**src/rtl/imem_prefetch_buf.sv**
```systemverilog
// imem_prefetch_buf: sequential instruction prefetch buffer.
//
// Sits between the I-cache line-fill port (up_*) and instruction memory
// (mem_*). Serves single-word reads from a small window of contiguous words
// fetched ahead of the last served address; on a miss it flushes the window,
// performs a demand fetch and then refills the window behind it.
//
// Ports:
//   clk, reset          clock, asynchronous active-high reset
//   up_valid/up_addr    cache read request (held until up_ready)
//   up_ready/up_rdata   one-cycle response pulse with the word
//   mem_valid/mem_addr  imem fetch request (held until mem_ready)
//   mem_ready/mem_rdata one-cycle imem completion with the word
//
// Optional: define IMEM_PREFETCH_STATS_EN to add stat_hits, stat_misses and
// stat_prefetches counter outputs.
module imem_prefetch_buf #(
  parameter int          DEPTH     = 4,
  parameter int unsigned MEM_BYTES = 32'd1048576
) (
  input  logic        clk,
  input  logic        reset,
  input  logic        up_valid,
  output logic        up_ready,
  input  logic [31:0] up_addr,
  output logic [31:0] up_rdata,
  output logic        mem_valid,
  input  logic        mem_ready,
  output logic [31:0] mem_addr,
  input  logic [31:0] mem_rdata
`ifdef IMEM_PREFETCH_STATS_EN
  ,
  output logic [31:0] stat_hits,
  output logic [31:0] stat_misses,
  output logic [31:0] stat_prefetches
`endif
);

  localparam int IW = $clog2(DEPTH);
  localparam int CW = $clog2(DEPTH + 1);

  typedef enum logic [1:0] {U_IDLE, U_WAIT, U_RESP} u_state_t;
  typedef enum logic {M_IDLE, M_BUSY} m_state_t;
  typedef enum logic [1:0] {T_DEMAND, T_PREFETCH, T_DISCARD} tag_t;

  u_state_t u_state, u_next;
  m_state_t m_state, m_next;
  tag_t     tag;

  logic [31:0]   base;
  logic [CW-1:0] count;
  logic [31:0]   req_addr;
  // Words live in the slot selected by their own address bits, so the
  // window never has to be shifted when words are consumed or appended.
  logic [31:0]   data_q [DEPTH];

  logic [31:0] req_a, off, off_w, count32, nf;
  logic sample, buf_hit, inflight, hit_now, ifh_now, miss_now;
  logic mem_done, wait_resp, fast_resp, append, issue_dm, issue_pf;

  always_comb begin
    req_a    = up_addr & ~32'h3;
    off      = req_a - base;
    off_w    = off >> 2;
    count32  = 32'(count);
    buf_hit  = off_w < count32;  // modulo compare covers A < base too
    nf       = base + (count32 << 2);
    sample   = (u_state == U_IDLE) && up_valid;
    inflight = (m_state == M_BUSY) && (tag == T_PREFETCH) && (mem_addr == req_a);
    hit_now  = sample && buf_hit;
    ifh_now  = sample && !buf_hit && inflight;
    miss_now = sample && !buf_hit && !inflight;
    mem_done = (m_state == M_BUSY) && mem_ready;
    // U_WAIT only ever waits on a DEMAND or on the in-flight PREFETCH it hit.
    wait_resp = (u_state == U_WAIT) && mem_done && (tag != T_DISCARD);
    // In-flight hit sampled in the very cycle the prefetch completes.
    fast_resp = ifh_now && mem_ready;
    append    = mem_done && (tag == T_PREFETCH) && (u_state != U_WAIT) &&
                !miss_now && !ifh_now;
    issue_dm  = (m_state == M_IDLE) && (u_state == U_WAIT);
    // A miss being sampled this cycle must not let a prefetch steal imem.
    issue_pf  = (m_state == M_IDLE) && (u_state != U_WAIT) && !miss_now &&
                (count32 < 32'(DEPTH)) && (nf < MEM_BYTES);
  end

  always_comb begin
    u_next = u_state;
    case (u_state)
      U_IDLE: begin
        if (hit_now || fast_resp)     u_next = U_RESP;
        else if (ifh_now || miss_now) u_next = U_WAIT;
      end
      U_WAIT:  if (wait_resp) u_next = U_RESP;
      U_RESP:  u_next = U_IDLE;
      default: u_next = U_IDLE;
    endcase
  end

  always_comb begin
    m_next = m_state;
    case (m_state)
      M_IDLE:  if (issue_dm || issue_pf) m_next = M_BUSY;
      M_BUSY:  if (mem_ready) m_next = M_IDLE;
      default: m_next = M_IDLE;
    endcase
  end

  assign up_ready  = (u_state == U_RESP);
  assign mem_valid = (m_state == M_BUSY);

  always_ff @(posedge clk or posedge reset) begin
    if (reset) begin
      u_state  <= U_IDLE;
      m_state  <= M_IDLE;
      tag      <= T_DEMAND;
      base     <= '0;
      count    <= '0;
      req_addr <= '0;
      up_rdata <= '0;
      mem_addr <= '0;
      for (int i = 0; i < DEPTH; i++) data_q[i] <= '0;
    end else begin
      u_state <= u_next;
      m_state <= m_next;

      if (issue_dm) begin
        mem_addr <= req_addr;
        tag      <= T_DEMAND;
      end else if (issue_pf) begin
        mem_addr <= nf;
        tag      <= T_PREFETCH;
      end else if (miss_now && (m_state == M_BUSY)) begin
        tag <= T_DISCARD;
      end

      if (sample) req_addr <= req_a;
      if (append) data_q[mem_addr[IW+1:2]] <= mem_rdata;

      if (hit_now)                     up_rdata <= data_q[req_a[IW+1:2]];
      else if (wait_resp || fast_resp) up_rdata <= mem_rdata;

      // Window bookkeeping; a miss flushes even if a prefetch lands now.
      if (miss_now) begin
        count <= '0;
      end else if (wait_resp) begin
        base  <= req_addr + 32'd4;
        count <= '0;
      end else if (fast_resp) begin
        base  <= req_a + 32'd4;
        count <= '0;
      end else if (hit_now) begin
        // Skipped words are dropped; a same-cycle append still lands at the
        // (unchanged) next-fetch address, which stays contiguous.
        base  <= req_a + 32'd4;
        count <= count - CW'(off_w) - CW'(1) + CW'(append);
      end else if (append) begin
        count <= count + CW'(1);
      end
    end
  end

`ifdef IMEM_PREFETCH_STATS_EN
  always_ff @(posedge clk or posedge reset) begin
    if (reset) begin
      stat_hits       <= '0;
      stat_misses     <= '0;
      stat_prefetches <= '0;
    end else begin
      if (hit_now || fast_resp || (wait_resp && (tag == T_PREFETCH)))
        stat_hits <= stat_hits + 32'd1;
      if (miss_now) stat_misses <= stat_misses + 32'd1;
      if (issue_pf) stat_prefetches <= stat_prefetches + 32'd1;
    end
  end
`endif

endmodule

```
**config.mk**
```make
export PLATFORM = sky130hd
export DESIGN_NAME = imem_prefetch_buf
export DESIGN_NICKNAME = d
export VERILOG_FILES = /design/src/rtl/imem_prefetch_buf.sv
export SDC_FILE = /design/constraint.sdc
export NUM_CORES = 1
export LEC_CHECK = 0
export ABC_AREA = 1
export ABC_CLOCK_PERIOD_IN_PS = 24600
export CAP_MARGIN = 15
export CORE_MARGIN = 10
export CORE_UTILIZATION = 50
export DETAILED_ROUTE_END_ITERATION = 16
export PLACE_DENSITY = 0.7
export SYNTH_ARGS = -nofsm -noshare
export SYNTH_HDL_FRONTEND = slang
export SYNTH_SLANG_ARGS = --single-unit
```
**constraint.sdc**
```tcl
create_clock -name clk -period 24.6 [get_ports clk]
set_clock_uncertainty 0.15 [all_clocks]
set_input_delay 2.46 -clock clk [delete_from_list [all_inputs] [get_ports clk]]
set_output_delay 2.46 -clock clk [all_outputs]
set_load 0.01 [all_outputs]
```
=== Word-level counts from Yosys, hierarchy flattened ===
Index checks and enable logic that the tools add are counted.

* Flip-flop bits (word level): 262
* Output and inout port bits: 66
* Word-level logic and storage cells: 104

* Bitwise gates (word level): 4
* Muxes and demuxes: 28
* $add $sub $neg: 8
* Reduce and logical (&&, ||, !) cells: 38
* $lt $le $gt $ge: 6
* Equality and inequality tests: 8

{| class="wikitable"
|+ Operators with widths
! kind !! number
|-
| 32-bit two-way mux || 10
|-
| 128-bit bitwise mux || 1
|-
| 32-bit by 3-bit adder with 32-bit output, second input constant || 2
|-
| 32-bit binary-select mux with 2-bit select || 1
|-
| 32-bit demux with 2-bit select || 1
|-
| 32-bit by 5-bit adder with 32-bit output || 1
|-
| 32-bit equality test || 1
|-
| 32-bit by 21-bit < comparator with 1-bit output, second input constant || 1
|-
| 32-bit subtractor || 1
|-
| 30-bit by 3-bit < comparator with 1-bit output || 1
|-
| 1-bit logical AND || 22
|-
| 3-bit two-way mux || 5
|-
| 2-bit two-way mux || 6
|-
| 3-bit >= comparator, second input constant || 2
|-
| 2-bit NOT with 3-bit output || 2
|-
| 3-bit nonzero test || 2
|-
| 5-bit nonzero test || 1
|-
| 2-bit by 1-bit equality test with 1-bit output, second input constant || 2
|-
| 1-bit logical NOT || 4
|-
| 1-bit logical OR || 4
|-
| 2-bit != test, second input constant || 2
|-
| 2-bit one-hot mux with 2 select lines || 1
|-
| 2-bit AND reduction || 2
|-
| 2-bit nonzero test || 2
|-
| other kinds (13) || 15
|}

=== Logic depth before layout (Yosys ltp) ===
Gate-level depths: netlist of the first run.

* Depth in word-level cells: 13
* Gate-level depth with buffers: 31

=== Worst setup path before layout of the first run ===
OpenSTA, ideal clock, no wires.

* Kind: input to register
* Start: in up_addr[2]
* End: reg count[1]
* Arrival: 6351 ps
* Path slack: 17982 ps
* Required time: 24333 ps
* Stages: 30
* Path through: inv_1 clkbuf_1 clkbuf_1 ha_1 fa_1 inv_1 ha_1 inv_1 nor2_1 o21ai_0 nand2_1 nor2_1 nand2_1 nor2_1 nand4_1 nor2_1 nand2_1 nor2_4 nand2_4 nand2_1 nand2_2 fa_1 inv_1 fa_1 inv_1 nand4_1 nand3_1 nor2_1 nand2_1 nand2_1

* Longest elaborated chain between the ends: 13
* Elaborated cells between the ends (all ways): 23
* Classes of those cells: add/sub (4); order compare (1); eq/ne (1); mux (4); reduce/logical (13)

{| class="wikitable"
|+ RTL lines
! what !! line !! source
|-
| start, declared || 25 || <nowiki>input logic [31:0] up_addr,</nowiki>
|-
| 32-bit subtractor || 63 || <nowiki>off = req_a - base;</nowiki>
|-
| 30-bit by 3-bit < comparator with 1-bit output || 66 || <nowiki>buf_hit = off_w < count32;</nowiki>
|-
| 1-bit logical NOT || 71, 72 ||
|-
| 1-bit logical AND || 71, 72 ||
|-
| 1-bit logical AND || 72 || <nowiki>miss_now = sample && !buf_hit && !inflight;</nowiki>
|-
| 1-bit logical NOT || 79 || <nowiki>!miss_now && !ifh_now;</nowiki>
|-
| 1-bit logical AND || 78 || <nowiki>append = mem_done && (tag == T_PREFETCH) && (u_state != U_WAIT) &&</nowiki>
|-
| 1-bit logical AND || 79 ||
|-
| 3-bit by 1-bit adder with 3-bit output || 155 || <nowiki>count <= count - CW'(off_w) - CW'(1) + CW'(append);</nowiki>
|-
| 3-bit two-way mux || 151 || <nowiki>end else if (hit_now) begin</nowiki>
|-
| 3-bit two-way mux || 148 || <nowiki>end else if (fast_resp) begin</nowiki>
|-
| 3-bit two-way mux || 145 || <nowiki>end else if (wait_resp) begin</nowiki>
|-
| 3-bit two-way mux || 143 || <nowiki>if (miss_now) begin</nowiki>
|-
| end signal, assigned || 155 ||
|-
| end signal, assigned || 157 || <nowiki>count <= count + CW'(1);</nowiki>
|-
| end, declared || 51 || <nowiki>logic [CW-1:0] count;</nowiki>
|}

Several ways; a longest one is shown, not always the timed one.
A chain may end at the register's enable or synchronous reset.

=== Final worst setup path of the first run ===
* Start: in up_addr[3]
* End: reg up_rdata[3]

* Longest elaborated chain between the ends: 8
* Elaborated cells between the ends (all ways): 16
* Classes of those cells: add/sub (1); order compare (1); eq/ne (1); mux (4); bitwise (1); reduce/logical (8)

{| class="wikitable"
|+ RTL lines
! what !! line !! source
|-
| 32-bit subtractor || 63 ||
|-
| 30-bit by 3-bit < comparator with 1-bit output || 66 ||
|-
| 1-bit logical NOT || 71 || <nowiki>ifh_now = sample && !buf_hit && inflight;</nowiki>
|-
| 1-bit logical AND (2 in series) || 71 ||
|-
| 1-bit logical AND || 77 || <nowiki>fast_resp = ifh_now && mem_ready;</nowiki>
|-
| 1-bit logical OR || 140 || <nowiki>else if (wait_resp || fast_resp) up_rdata <= mem_rdata;</nowiki>
|-
| 2-bit nonzero test (no line) || - ||
|-
| end signal, assigned || 139 || <nowiki>if (hit_now) up_rdata <= data_q[req_a[IW+1:2]];</nowiki>
|-
| end signal, assigned || 140 ||
|-
| end, declared || 26 || <nowiki>output logic [31:0] up_rdata,</nowiki>
|}

Several ways; a longest one is shown, not always the timed one. The select of a mux whose other input is x is not followed.

==> flow_metrics.py, run 1 <==
metrics = {
    "die": {
        "chipHeight_um": 199.9,
        "core_area_mm2": 0.03172,
        "start_util_pct": 51.03,
        "die-area_mm2": 0.03997,
        "rows": 65,
        "die_x_um": 199.9,
        "pin_count": 134,
    },
    "clock_tree": {
        "clk_latency_ns": 0.59,
        "clkTransAtPathRegs_ns": 0.06,
        "cts_sinks": 258,
        "root_buffer": "clkbuf_16",
        "post_cts_buffers": 0,
        "htree_num_levels": 1,
        "numCtsBuffers": 30,
        "cts_hold_buf": 0,
        "cts.path.max_buffers": 3,
        "cts-resized-gates": 0,
        "tritoncts": "built",
    },
    "setup_path": {
        "rr_startpoint": "base[2]",
        "critical_path_arrival_ns": 7.59,
        "cp.depth": 23,
        "regToRegEndpoint": "up_rdata[3]",
        "cp_slowest_stage_delay_ns": 0.61,
        "crit_buf_inv": 7,
        "cp_slowest_cell": "fa_1",
        "crit_path_end_kind": "flip-flop",
        "cp_max_fo": 60,
        "crit_chain": "clkdlybuf4s50_1 -> buf_4 -> inv_1 -> fa_1 -> inv_1 -> ha_1 -> inv_1 -> nor2_1 -> o21ai_0 -> nand2_1 -> nor2_1 -> nand2_1 -> nor2_1 -> nand4_1 -> nor2_1 -> nand2_1 -> nor2_4 -> nand2_4 -> nand3_2 -> nand3_4 -> inv_2 -> buf_4 -> o21ai_0",
        "startpoint": "up_addr[3]",
        "reg2reg_slack_ns": 19.62,
        "worst_path_most_repeated_cell": "nor2_1",
        "crit_path_end": "up_rdata[3]",
        "crit_path_start_kind": "primary input",
        "crit_required_ns": 24.89,
        "crit_type": "primary input to flip-flop",
        "crit_family": "buffers and inverters",
        "r2r_cells": 21,
    },
    "global_routing": {
        "grt_antenna_before_repair": 0,
        "grt_pass1_vias": 14420,
        "gr-total-overflow": 0,
        "track_usage_pct": 23.26,
        "grt_first_pass_wirelength_mm": 75.07,
        "grt_max_degree": 119,
    },
    "sta": {
        "layout_min_cycle_time_ns": 7.300,
        "finalSetupTns_ns": 0,
        "setup_viol": 0,
        "slew_headroom_pct": 32.58,
        "worst_pin_slew_ns": 1.008,
        "fmax_mhz": 137.0,
        "hold_viol": 0,
        "final.period_utilization_pct": 29.67,
        "slew_viol_final": 0,
        "grt_setup_unrepaired": "false",
        "hold_slack_ns": 0.3255,
    },
    "power_and_ir_drop": {
        "power.leakage_nw": 9.223,
        "ir_drop_mv": 0.06393,
        "powerDensity_mw_per_mm2": 103.0,
    },
    "synth": {
        "ys_ff_latch": 258,
        "synth_area_mm2": 0.01619,
        "yosys_warnings": 0,
        "synth.distinct_cells": 47,
        "avgSynthCellArea_um2": 7.291,
        "synthesis.instances": 2220,
        "seq_area_frac_synth_pct": 39.89,
    },
    "routing": {
        "vias_per_cell": 5.439,
        "antenna_left": 0,
        "drc_errors": 0,
        "vias": 14830,
        "drt_wl_total_mm": 46.50,
        "drtIter0Drc": 1051,
        "firstDrtPassIters": 6,
        "detail_route.wl_per_cell_um": 17.05,
    },
    "final_layout": {
        "drive_gt1_share_pct": 6.323,
        "final_cell_mix": "645 x nand2_1, 260 x inv_1, 258 x dfrtp_1",
        "instances_no_fill": 2727,
        "finalNetCount": 2412,
        "nFillCells": 2962,
        "antenna_cells": 0,
        "layout_commonest_cell": "nand2_1",
        "areaGrowthSynthToFinish_pct": 14.26,
        "finalCoreUtilization_pct": 58.31,
    },
    "hold_path": {
        "min_path_type": "flip-flop to flip-flop",
        "hold_depth": 2,
    },
    "placement": {
        "dpl.cell_count": 2673,
        "io_buffers": 129,
        "place_hpwl_mm": 32.95,
        "routabilityCongestion": 0.9392,
    },
    "flow_run": {
        "cap_violations": 0,
    },
    "outcome": {
        "status": "finished clean",
    },
}
-- Yosys cell counts, drive strengths merged --
| library cell | n | share of area (%) |
|---|---|---|
| nand2 | 660 | 16 |
| o21ai | 318 | 11 |
| inv | 263 | 6.1 |
| dfrtp | 258 | 40 |
| nor2 | 191 | 4.9 |
| nand3 | 119 | 4.2 |
| xor2 | 56 | 3.0 |
| buf | 47 | 2.3 |
| clkbuf | 43 | 1.0 |
| ha | 37 | 2.9 |
| a21oi | 35 | 1.2 |
| o21a | 35 | 1.6 |
| o22ai | 32 | 1.2 |
| nand4 | 30 | 1.2 |
| nor3 | 27 | 0.96 |
| xnor2 | 18 | 0.97 |
| nor4 | 14 | 0.54 |
| or2 | 10 | 0.40 |
| and2 | 8 | 0.31 |
| fa | 4 | 0.49 |
| o21bai | 4 | 0.19 |
| nand3b | 3 | 0.22 |
| nor3b | 2 | 0.093 |
| a21boi | 1 | 0.12 |
| and3 | 1 | 0.039 |
| conb | 1 | 0.023 |
| nor4b | 1 | 0.054 |
| o2111ai | 1 | 0.054 |
| o211ai | 1 | 0.046 |
-- metal layers --
layer  up-vias  global-route usage (%)  wire, um
met5         -                       0         0
met4         0                   8.525      1722
met3        92                   2.863      2546
met2       456                   39.71     22270
met1      6976                   29.70     19960
li1       7307                       -         -
-- final cells by class --
class / count / area (um^2) / area share (%)
Multi-Input combinational cell: 1610 / 8213 / 44.41
Sequential cell: 258 / 6456 / 34.91
Timing Repair Buffer: 140 / 1369 / 7.401
Inverter: 263 / 994.7 / 5.379
Clock buffer: 47 / 894.6 / 4.837
Tap cell: 402 / 503.0 / 2.720
Clock inverter: 7 / 63.81 / 0.3450
-- per-stage QoR --
step,total power [W],setup WS (ns),cell area [um^2]
final,0.001905,17.30,18490
after global routing,0.002057,16.82,18490
after CTS,0.001914,17.28,18490
after detailed placement,0.001475,16.69,17540
after global placement,0.001460,16.75,17540
after floorplan,0.001179,14.89,16190
-- flip-flops by register name, summed over array words and instances, names as in the netlist --
signal and flops:
req_addr 30, up_rdata 32, mem_addr 30, u_state 2, base 30, mem_valid 1, count 3, tag 2
data_q 128
-- worst min-delay path by stage --
stage | endpoint | start | slack (ns)
3_5_place_dp | data_q[79] | data_q[79] | 0.31
2_1_floorplan | data_q[37] | data_q[37] | 0.30
5_1_grt | data_q[50] | data_q[50] | 0.35
3_3_place_gp | data_q[92] | data_q[92] | 0.31
6_report | data_q[79] | data_q[79] | 0.33
4_1_cts | data_q[79] | data_q[79] | 0.33
-- worst register-to-register path: cells and delay by family (launching register included) --
kind | cells | cell delay [ns]
AND/OR/NAND/NOR | 12 | 1.69
adder cells (fa/ha/maj) | 3 | 1.04
flip-flops | 1 | 0.41
buffers and inverters | 4 | 1.16
AO/OA/AOI/OAI | 2 | 0.36
-- logic make-up after synthesis --
logic type / synth area share, %
buf+inv: 9.439
fa+ha+maj: 3.355
flops: 39.89
compound gates: 14.97
xor+xnor: 4.004
other cells: 0.02317
simple gates: 28.32
-- report_power, final --
group | internal [W] | switching, W
Clock | 0.000249 | 0.000183
Combinational | 0.000323 | 0.000533
Sequential | 0.000525 | 0.0000925
Note: power is estimated with default switching activity, not from simulation.
==> inputs of run 2 (changes only) <==
--- a/config.mk
+++ b/config.mk
@@ -6,12 +6,12 @@
 export NUM_CORES = 1
 export LEC_CHECK = 0
 export ABC_AREA = 1
-export ABC_CLOCK_PERIOD_IN_PS = 24600
+export ABC_CLOCK_PERIOD_IN_PS = 6000
 export CAP_MARGIN = 15
 export CORE_MARGIN = 10
 export CORE_UTILIZATION = 50
 export DETAILED_ROUTE_END_ITERATION = 16
-export PLACE_DENSITY = 0.7
+export PLACE_DENSITY = 0.73
 export SYNTH_ARGS = -nofsm -noshare
 export SYNTH_HDL_FRONTEND = slang
 export SYNTH_SLANG_ARGS = --single-unit
==> constraint.sdc (replaced) <==
create_clock -name clk -period 6 [get_ports clk]
set_clock_uncertainty 0.15 [all_clocks]
set_input_delay 0.6 -clock clk [delete_from_list [all_inputs] [get_ports clk]]
set_output_delay 0.6 -clock clk [all_outputs]
set_load 0.01 [all_outputs]
==> flow_metrics.py, run 2 (same netlist as run 1, synthesis figures left out) <==
metrics = {
    "outcome": {
        "status": "finished clean",
    },
    "die": {
        "pin_count": 134,
        "die-area_mm2": 0.03997,
        "chipHeight_um": 199.9,
        "rows": 65,
        "core_area_mm2": 0.03172,
        "start_util_pct": 51.03,
        "die_x_um": 199.9,
    },
    "sta": {
        "setup_viol": 0,
        "fmax_mhz": 208.0,
        "hold_viol": 0,
        "worst_pin_slew_ns": 1.058,
        "slew_viol_final": 0,
        "final.period_utilization_pct": 80.12,
        "finalSetupTns_ns": 0,
        "grt_setup_unrepaired": "false",
        "layout_min_cycle_time_ns": 4.807,
        "slew_headroom_pct": 29.22,
    },
    "final_layout": {
        "largest_reg_flops": 128,
        "layout_commonest_cell": "nand2_1",
        "drive_gt1_share_pct": 6.357,
        "final_cell_mix": "646 x nand2_1, 260 x inv_1, 258 x dfrtp_1",
        "regMostFlops": "data_q",
        "antenna_cells": 0,
        "top_regs": "data_q: 128 flops, up_rdata: 32 flops",
        "finalNetCount": 2416,
        "instances_no_fill": 2730,
        "areaGrowthSynthToFinish_pct": 14.69,
    },
    "power_and_ir_drop": {
        "ir_drop_mv": 0.2287,
        "p_seq_share_pct": 32.1,
        "p_sw_w": 0.003320,
        "p_clk_share_pct": 23.1,
        "powerDensity_mw_per_mm2": 425.9,
        "combinationalPowerShare_pct": 44.8,
        "p_int_w": 0.004585,
        "switching_share_pct": 42.00,
        "power.leakage_nw": 9.254,
    },
    "global_routing": {
        "grt_pass1_vias": 14110,
        "gr-total-overflow": 0,
        "grt_antenna_before_repair": 0,
        "track_usage_pct": 23.20,
        "grt_first_pass_wirelength_mm": 74.71,
        "grt_max_degree": 157,
    },
    "setup_path": {
        "crit_required_ns": 6.30,
        "crit_family": "adder cells",
        "crit_path_start_kind": "primary input",
        "cp.depth": 28,
        "worst_path_most_repeated_cell": "nand2_1",
        "reg2reg_slack_ns": 1.40,
        "cp_slowest_stage_delay_ns": 0.63,
        "critical_path_arrival_ns": 5.11,
        "crit_buf_inv": 6,
        "cp_max_fo": 6,
        "cp_slowest_cell": "fa_1",
        "crit_type": "primary input to flip-flop",
        "crit_path_end_kind": "flip-flop",
        "r2r_cells": 27,
    },
    "placement": {
        "dpl.cell_count": 2678,
        "place_hpwl_mm": 33.64,
        "io_buffers": 129,
        "routabilityCongestion": 0.9448,
    },
    "clock_tree": {
        "post_cts_buffers": 0,
        "clk_latency_ns": 0.57,
        "clkTransAtPathRegs_ns": 0.06,
        "cts_hold_buf": 0,
        "cts_sinks": 258,
        "cts-resized-gates": 0,
        "root_buffer": "clkbuf_16",
        "cts.path.max_buffers": 3,
        "tritoncts": "built",
        "htree_num_levels": 1,
        "numCtsBuffers": 29,
    },
    "hold_path": {
        "min_path_type": "primary input to async pin",
    },
    "routing": {
        "vias_per_cell": 5.420,
        "drt_wl_total_mm": 46.87,
        "vias": 14800,
        "firstDrtPassIters": 5,
        "drtIter0Drc": 1316,
        "drc_errors": 0,
        "detail_route.wl_per_cell_um": 17.17,
        "antenna_left": 0,
    },
    "flow_run": {
        "cap_violations": 0,
    },
}
## run 2: layout make-up
type	count	area, um^2
Inverter	263	991.0
Clock inverter	7	125.1
Tap cell	402	503.0
Timing Repair Buffer	145	1431
Clock buffer	45	845.8
Fill cell	2994	13160
Multi-Input combinational cell	1610	8210
Sequential cell	258	6456
## run 2: path summary, 6_finish.rpt
check                      startpoint      endpoint
max                        up_addr[3]      count[1]
min reg2reg                data_q[72]    data_q[72]
min in group clk           data_q[72]    data_q[72]
max reg2reg                   base[2]      count[1]
max in group asynchronous       reset  req_addr[27]
min                             reset   data_q[107]
## run 2: worst register-to-register path, stage by stage, from the launching register on
cell     delay, ns
dfrtp_1       0.41
ha_1          0.23
fa_1          0.57
inv_1         0.07
ha_1          0.27
inv_1         0.06
nor2_1        0.05
o21ai_0       0.17
nand2_1       0.09
nor2_1        0.11
nand2_1       0.07
nor2_1        0.08
nand4_1       0.07
nor2_1        0.10
nand2_1       0.09
nor2_4        0.18
nand2_4       0.11
nand2_1       0.11
nand2_2       0.16
fa_1          0.41
inv_1         0.08
fa_1          0.41
inv_1         0.06
nand4_1       0.09
nand3_1       0.11
nor2_1        0.06
nand2_1       0.05
nand2_1       0.05
## run 2: per-stage QoR
step / hold slack [ns] / instance area (um^2) / total power, W / setup slack (ns) / util [%]
final: 0.2516 / 18560 / 0.007906 / 1.193 / 58.52
after global routing: 0.2890 / 18560 / 0.008491 / 0.8445 / 58.52
after CTS: 0.2463 / 18560 / 0.007936 / 1.218 / 58.52
after detailed placement: 0.3134 / 17590 / 0.006077 / 0.6215 / 55.46
after global placement: 0.3088 / 17590 / 0.006008 / 0.7160 / 55.46
after floorplan: 0.2996 / 16190 / 0.004833 / 1.242 / -
## run 2: power by group through the flow
stage                     sequential [W]  clock, W  combinational [W]
final                            0.00254   0.00182            0.00355
after global routing             0.00259   0.00192            0.00398
after CTS                        0.00253   0.00186            0.00355
after detailed placement         0.00255         0            0.00352
after global placement           0.00254         0            0.00347
after floorplan                  0.00255         0            0.00228
## run 2: routing by layer
metal | wire (um) | global-route usage (%) | vias up
li1 | - | - | 7330
met4 | 1874 | 8.833 | 0
met3 | 2581 | 3.131 | 102
met1 | 20350 | 29.87 | 6923
met5 | 0 | 0 | -
met2 | 22070 | 38.96 | 441
